File: config.mk
export PLATFORM = sky130hd
export DESIGN_NAME = key_event_gen
export DESIGN_NICKNAME = d
export VERILOG_FILES = /design/src/rtl/key_event_gen.sv
export SDC_FILE = /design/constraint.sdc
export NUM_CORES = 1
export LEC_CHECK = 0
export ABC_AREA = 1
export ABC_CLOCK_PERIOD_IN_PS = 1600
export BUFFER_PORTS_ARGS = -buffer_cell sky130_fd_sc_hd__clkbuf_2
export CAP_MARGIN = 20
export CORE_ASPECT_RATIO = 0.8
export CORE_MARGIN = 10
export CORE_UTILIZATION = 60
export DETAILED_ROUTE_END_ITERATION = 10
export PLACE_DENSITY = 0.79
export SLEW_MARGIN = 15
export SYNTH_ARGS = -nofsm -noshare
export SYNTH_HDL_FRONTEND = slang
export SYNTH_SLANG_ARGS = --single-unit
export TNS_END_PERCENT = 1
File: constraint.sdc
create_clock -name sys_clk -period 1.6 [get_ports sys_clk]
set_input_delay 0 -clock sys_clk [delete_from_list [all_inputs] [get_ports sys_clk]]
set_output_delay 0 -clock sys_clk [all_outputs]
set_load 0.03 [all_outputs]
File: src/rtl/key_event_gen.sv
// -----------------------------------------------------------------------------
// key_event_gen
//
// Turns the debounced key level from a key filter into discrete key events:
// press, release, short press, long press and (optionally) auto-repeat while
// the key stays long-held. It also provides a held level and a press counter.
//
// Optional feature macro: KEY_AUTOREPEAT_EN
//   defined   -> repeat_pulse fires every REPEAT_CYC cycles while long-held
//   undefined -> no repeat counter is built and repeat_pulse is tied to 0
//
// Parameters
//   LONG_PRESS_CYC : hold cycles before a press counts as long (>= 2)
//   REPEAT_CYC     : auto-repeat period in cycles (>= 2)
//
// Ports
//   sys_clk       in   system clock
//   sys_rst_n     in   asynchronous reset, active-low
//   key_flag      in   one-cycle strobe, key_value has been updated
//   key_value     in   debounced key level (0 = pressed, 1 = released)
//   press_pulse   out  one-cycle strobe per accepted press
//   release_pulse out  one-cycle strobe per accepted release
//   short_pulse   out  one-cycle strobe on release before the long threshold
//   long_pulse    out  one-cycle strobe when the long threshold is reached
//   repeat_pulse  out  one-cycle strobe per repeat period while long-held
//   key_held      out  high while the key is pressed
//   press_cnt     out  accepted press count, modulo 256
// -----------------------------------------------------------------------------
module key_event_gen #(
  parameter int unsigned LONG_PRESS_CYC = 25000000,
  parameter int unsigned REPEAT_CYC     = 5000000
) (
  input  logic       sys_clk,
  input  logic       sys_rst_n,
  input  logic       key_flag,
  input  logic       key_value,
  output logic       press_pulse,
  output logic       release_pulse,
  output logic       short_pulse,
  output logic       long_pulse,
  output logic       repeat_pulse,
  output logic       key_held,
  output logic [7:0] press_cnt
);

  localparam logic [1:0] IDLE    = 2'd0;
  localparam logic [1:0] PRESSED = 2'd1;
  localparam logic [1:0] LONG    = 2'd2;

  localparam logic [31:0] HOLD_LAST = 32'(LONG_PRESS_CYC - 1);

  logic [1:0]  state;
  logic [31:0] hold_cnt;
  logic        press_ev;
  logic        release_ev;
  logic        hold_done;

  // key_value only means something in a key_flag cycle
  assign press_ev   = key_flag & ~key_value;
  assign release_ev = key_flag &  key_value;
  assign hold_done  = (hold_cnt == HOLD_LAST);

  // Main event state machine. A release wins over the long threshold when
  // both land in the same cycle, so that press is reported as short.
  always_ff @(posedge sys_clk or negedge sys_rst_n) begin
    if (!sys_rst_n) begin
      state         <= IDLE;
      hold_cnt      <= 32'd0;
      press_pulse   <= 1'b0;
      release_pulse <= 1'b0;
      short_pulse   <= 1'b0;
      long_pulse    <= 1'b0;
      key_held      <= 1'b0;
      press_cnt     <= 8'd0;
    end else begin
      press_pulse   <= 1'b0;
      release_pulse <= 1'b0;
      short_pulse   <= 1'b0;
      long_pulse    <= 1'b0;
      case (state)
        IDLE: begin
          hold_cnt <= 32'd0;
          if (press_ev) begin
            state       <= PRESSED;
            press_pulse <= 1'b1;
            key_held    <= 1'b1;
            press_cnt   <= press_cnt + 8'd1;
          end
        end
        PRESSED: begin
          if (release_ev) begin
            state         <= IDLE;
            hold_cnt      <= 32'd0;
            short_pulse   <= 1'b1;
            release_pulse <= 1'b1;
            key_held      <= 1'b0;
          end else begin
            hold_cnt <= hold_cnt + 32'd1;
            if (hold_done) begin
              state      <= LONG;
              long_pulse <= 1'b1;
            end
          end
        end
        LONG: begin
          if (release_ev) begin
            state         <= IDLE;
            hold_cnt      <= 32'd0;
            release_pulse <= 1'b1;
            key_held      <= 1'b0;
          end
        end
        default: begin
          state    <= IDLE;
          hold_cnt <= 32'd0;
          key_held <= 1'b0;
        end
      endcase
    end
  end

`ifdef KEY_AUTOREPEAT_EN
  localparam logic [31:0] REP_LAST = 32'(REPEAT_CYC - 1);

  logic [31:0] rep_cnt;

  // rep_cnt only runs while long-held; it sits at 0 everywhere else, which
  // makes it start from 0 on LONG entry. The release cycle leaves LONG, so
  // no repeat is issued together with the release.
  always_ff @(posedge sys_clk or negedge sys_rst_n) begin
    if (!sys_rst_n) begin
      rep_cnt      <= 32'd0;
      repeat_pulse <= 1'b0;
    end else begin
      repeat_pulse <= 1'b0;
      if (state == LONG && !release_ev) begin
        if (rep_cnt == REP_LAST) begin
          rep_cnt      <= 32'd0;
          repeat_pulse <= 1'b1;
        end else begin
          rep_cnt <= rep_cnt + 32'd1;
        end
      end else begin
        rep_cnt <= 32'd0;
      end
    end
  end
`else
  assign repeat_pulse = 1'b0;
`endif

endmodule

# Word level (Yosys, flattened, before mapping)
# Index checks and enable logic that the tools add are counted.
# Widths: inputs -> output; s select.
# totals
reg_bits	47
in_bits	4
out_inout_bits	14
# op_classes
add_sub_neg	2
eq_ne	7
n_mux	19
bitwise	3
reduce_logical	5
# op_table
operator	n
$mux 32	2
$pmux 32 s2	1
$add 32x1->32 const B	1
$eq 32x25->1 const B	1
$mux 1	10
$add 8x1->8 const B	1
$mux 2	4
$pmux 2 s3	1
$ne 2x2->1 const B	2
$reduce_and 2->1	2
$ne 3x3->1 const B	1
$reduce_and 3->1	1
$and 1x1->1	2
$eq 2x1->1 const B	1
$eq 2x2->1 const B	1
$logic_not 2->1	1
$ne 2x1->1 const B	1
$pmux 1 s2	1
$reduce_or 2->1	1
$not 1->1	1

# Longest topological paths before layout
# depth
depth_word	4
depth_mapped	10

# Least setup slack after synthesis
# No wires, ideal clock.
# synth_timing
path_kind	reg2reg
start	reg state[0]
end	reg press_cnt[7]
setup_time_ns	0.133
arrival_ns	1.287
required_ns	1.467
slack_ns	0.180
stages_incl_launch_ff	7
n_path_buf	0
cell_sequence	dfrtp_1 > inv_1 > ha_1 > nand3_2 > nor3_1 > nand4_1 > xnor2_1
# synth_via
elab_chain_cells	2
# synth_lines
element	line	text
from (decl)	52	logic [1:0] state;
from (signal assigned)	67	state <= IDLE;
from (signal assigned)	84	state <= PRESSED;
from (signal assigned)	92	state <= IDLE;
$logic_not 2->1	80	case (state)
$reduce_and 2->1 (no line)	n/a	
to (signal assigned)	87	press_cnt <= press_cnt + 8'd1;
to (decl)	43	output logic [7:0] press_cnt
# No other way between the ends.
# A chain may end at the register's enable or synchronous reset.

# Worst setup path after layout
# layout_timing
start	reg state[0]
end	reg press_cnt[6]
# Same word-level chain as after synthesis.

==> results.json <==
{
  "startpoint_type": "flop",
  "period_share": 0.9576,
  "crit_path_max_fanout": 7,
  "gp_congestion": 0.9100,
  "antenna_found_initial": 0,
  "setup_violations": 0,
  "yosysWarnings": 0,
  "switching_power_w": 0.001123,
  "grt_max_degree": 30,
  "fin_nets": 404,
  "vias": 2396,
  "max_stage_delay_ps": 410,
  "syn_to_final_growth_pct": 12.58,
  "hold_ws_ps": 56.38,
  "ys_ff_latch": 47,
  "maxCapViolations": 0,
  "rrSetupSlack_ps": 70,
  "rr_worst_depth": 7,
  "cp-end-kind": "flop",
  "grt-ovfl-total": 0,
  "htree_levels": 2,
  "drv_slew": 0,
  "place_ws_ps": -3.713,
  "row_count": 22,
  "min_period_ps": 1532,
  "final-hold-violation-count": 0,
  "hold_class": "primary input to flop",
  "coreArea_um2": 4542,
  "drc_errors": 0,
  "power_frac_seq": 0.447,
  "layout-drive-gt1-share": 0.1717,
  "cp_cell_sequence": "inv_1, ha_1, nand3_4, nor2_2, nand3_1, nor2_1, xor2_1",
  "dp_hpwl_um": 4681,
  "power_frac_comb": 0.297,
  "cts_buffers": 5,
  "track_usage": 0.1772,
  "viasPerCell": 5.254,
  "synthCells": 366,
  "yosysSeqAreaShare": 0.4240,
  "die-area_um2": 7760,
  "grt_pass1_wl_um": 10980,
  "dr.pass1.iters": 6,
  "synth_cell_type_count": 32,
  "synth.avg_cell_area_um2": 7.579,
  "endpoint": "press_cnt[6]",
  "mappedNetlistArea_um2": 2774,
  "port_buffers": 16,
  "grt_pass1_vias": 2387,
  "critPathLaunch": "state[0]",
  "drt_iter0_markers": 178,
  "syn_nets": 375,
  "die_x_um": 96.02,
  "required_ps": 1840,
  "critical_path_class": "flop to flop",
  "root_buffer": "clkbuf_8",
  "clock_latency_ps": 310,
  "cts_tree": "done",
  "p_int_w": 0.002013,
  "cts_buffer_depth": 2,
  "reg2reg_from": "state[0]",
  "die_y_um": 80.82,
  "power_frac_clock": 0.256,
  "fmax_mhz": 652.6,
  "pin_count": 18,
  "clock_skew_ps": 5.905,
  "slew_headroom": 0.6551,
  "start_util": 0.6107,
  "ir_worst_vdd_mv": 1.065,
  "outcome": "complete, no violations",
  "p_sw_frac": 0.3581,
  "routed_wirelength_um": 6138,
  "rr_endpoint": "press_cnt[6]",
  "setup_ws_ps": 67.77,
  "rsz0062_at_grt": "true",
  "arrival_ps": 1770,
  "tightest_slew_ps": 517.3,
  "wl_per_cell_um": 13.46,
  "cts.sinks": 47,
  "clkTransAtPathRegs_ps": 80,
  "drt.antenna.violating_nets": 0,
  "power.density_nw_per_um2": 1004,
  "cp_slowest_cell": "dfrtp_1",
  "p_leak_nw": 1.393,
  "antenna_cells": 0
}
## Yosys cell counts
cell type  count  area share
nor3_1         4      0.0072
nor3b_1        3      0.0081
a22o_1         1      0.0032
inv_1         45       0.061
o21ai_1        5      0.0090
nand3_4        2       0.013
xor2_1         2      0.0063
nand2_1       89        0.12
a21oi_1       20       0.036
nand4_4        1      0.0077
clkinv_1       1      0.0014
nor2_2         4      0.0090
conb_1         1      0.0014
nand2_4        4       0.016
ha_1           5       0.023
and2_1         1      0.0023
nor3_2         1      0.0036
nand3_1       21       0.038
o21bai_2       2      0.0081
nor2_1        67       0.091
nand2_2        4      0.0090
o21ai_0       14       0.025
buf_4          2      0.0054
xnor2_1        4       0.013
nand3_2        2      0.0072
dfrtp_1       47        0.42
nand4_1        1      0.0023
buf_6          1      0.0041
and3_1         2      0.0045
buf_8          1      0.0054
nor2_4         8       0.032
inv_6          1      0.0032
## power by group through the flow
stage | clock [W] | combinational, W | sequential (W)
final | 0.000802 | 0.000932 | 0.00140
after global routing | 0.000864 | 0.00104 | 0.00142
after CTS | 0.000807 | 0.000902 | 0.00140
after detailed placement | 0 | 0.000886 | 0.00142
after global placement | 0 | 0.000849 | 0.00141
after floorplan | 0 | 0.000461 | 0.00155
## layout by cell type, fill, tap and decap left out, types with 2 or more instances in the layout
master,count
clkbuf_8,7
xor2_1,2
inv_1,44
xnor2_1,4
dlygate4sd3_1,2
clkbuf_2,16
nor3_2,2
nand3_4,3
o21bai_2,2
and3_1,2
ha_1,4
nor2_4,8
nand3_1,21
nor3_1,3
nand2_2,5
nor2_2,9
nand2_4,4
o21ai_0,13
nor3b_1,3
dfrtp_1,47
buf_12,2
a21oi_1,20
nand2_1,89
nor2_1,62
o21ai_1,6
buf_4,4
## per-stage QoR
stage               instances  power [W]  TNS (ps)  area (um2)    util
detailed placement        442   0.002307    -3.713        2943  0.6479
global placement          442   0.002261         0        2943  0.6479
global route              456   0.003320    -113.3        3123  0.6876
finish                    456   0.003136         0        3123  0.6876
CTS                       452   0.003109         0        3073  0.6766
floorplan                 366   0.002016         0        2774       -
## sequential cells by signal, indices dropped and copies added (netlist names)
| name | count |
|---|---|
| hold_cnt | 32 |
| long_pulse | 1 |
| press_cnt | 8 |
| press_pulse | 1 |
| key_held | 1 |
| release_pulse | 1 |
| state | 2 |
| short_pulse | 1 |
## area by class of cell
cell class,instances,area [um2]
Multi-Input combinational cell,269,1409
Inverter,47,181.4
Timing Repair Buffer,25,181.4
Sequential cell,47,1176
Tap cell,60,75.07
Clock buffer,8,100.1
Fill cell,391,1419
## what timing repair did
action | CTS | global route
endpoints found under the hold margin | 20 | 0
hold buffers | 2 | 0
cloned | 0 | 1
endpoints found under the setup margin | 3 | 32
buffers inserted | 0 | 3
pin swaps | 0 | 3
gates resized for setup | 3 | 8
## layer usage
layer,global-route usage,wire length [um],part of all wire,vias up
met1,0.2378,2951,0.48,1124
met4,0.04853,74,0.012,0
li1,-,-,-,1205
met3,0.04240,326,0.053,7
met5,0,0,0,-
met2,0.2799,2786,0.45,60
## worst min-delay path by stage
stage	startpoint	to	depth (start not counted)
CTS	key_flag	short_pulse	3
global route	key_flag	press_cnt[0]	3
global placement	sys_rst_n	hold_cnt[3]	1
floorplan	sys_rst_n	hold_cnt[0]	0
detailed placement	sys_rst_n	hold_cnt[3]	1
finish	key_flag	press_pulse	3
## worst max-delay path, delay by kind of cell, from the launching register on
family | cells | cell delay [ps]
DFF | 1 | 410
and+or+nand+nor | 4 | 570
buffers and inverters | 1 | 90
adders and majority gates | 1 | 250
xor gates and xnor gates | 1 | 150
## cells by family after synthesis
kind of cell | count (synthesis) | share of synthesized area
xor+xnor | 6 | 0.01894
fa+ha+maj | 5 | 0.02255
flops | 47 | 0.4240
simple gates | 214 | 0.3712
other cells | 1 | 0.001352
buf+inv | 51 | 0.08028
compound gates | 42 | 0.08164
Note: power is estimated with default switching activity, not from simulation.
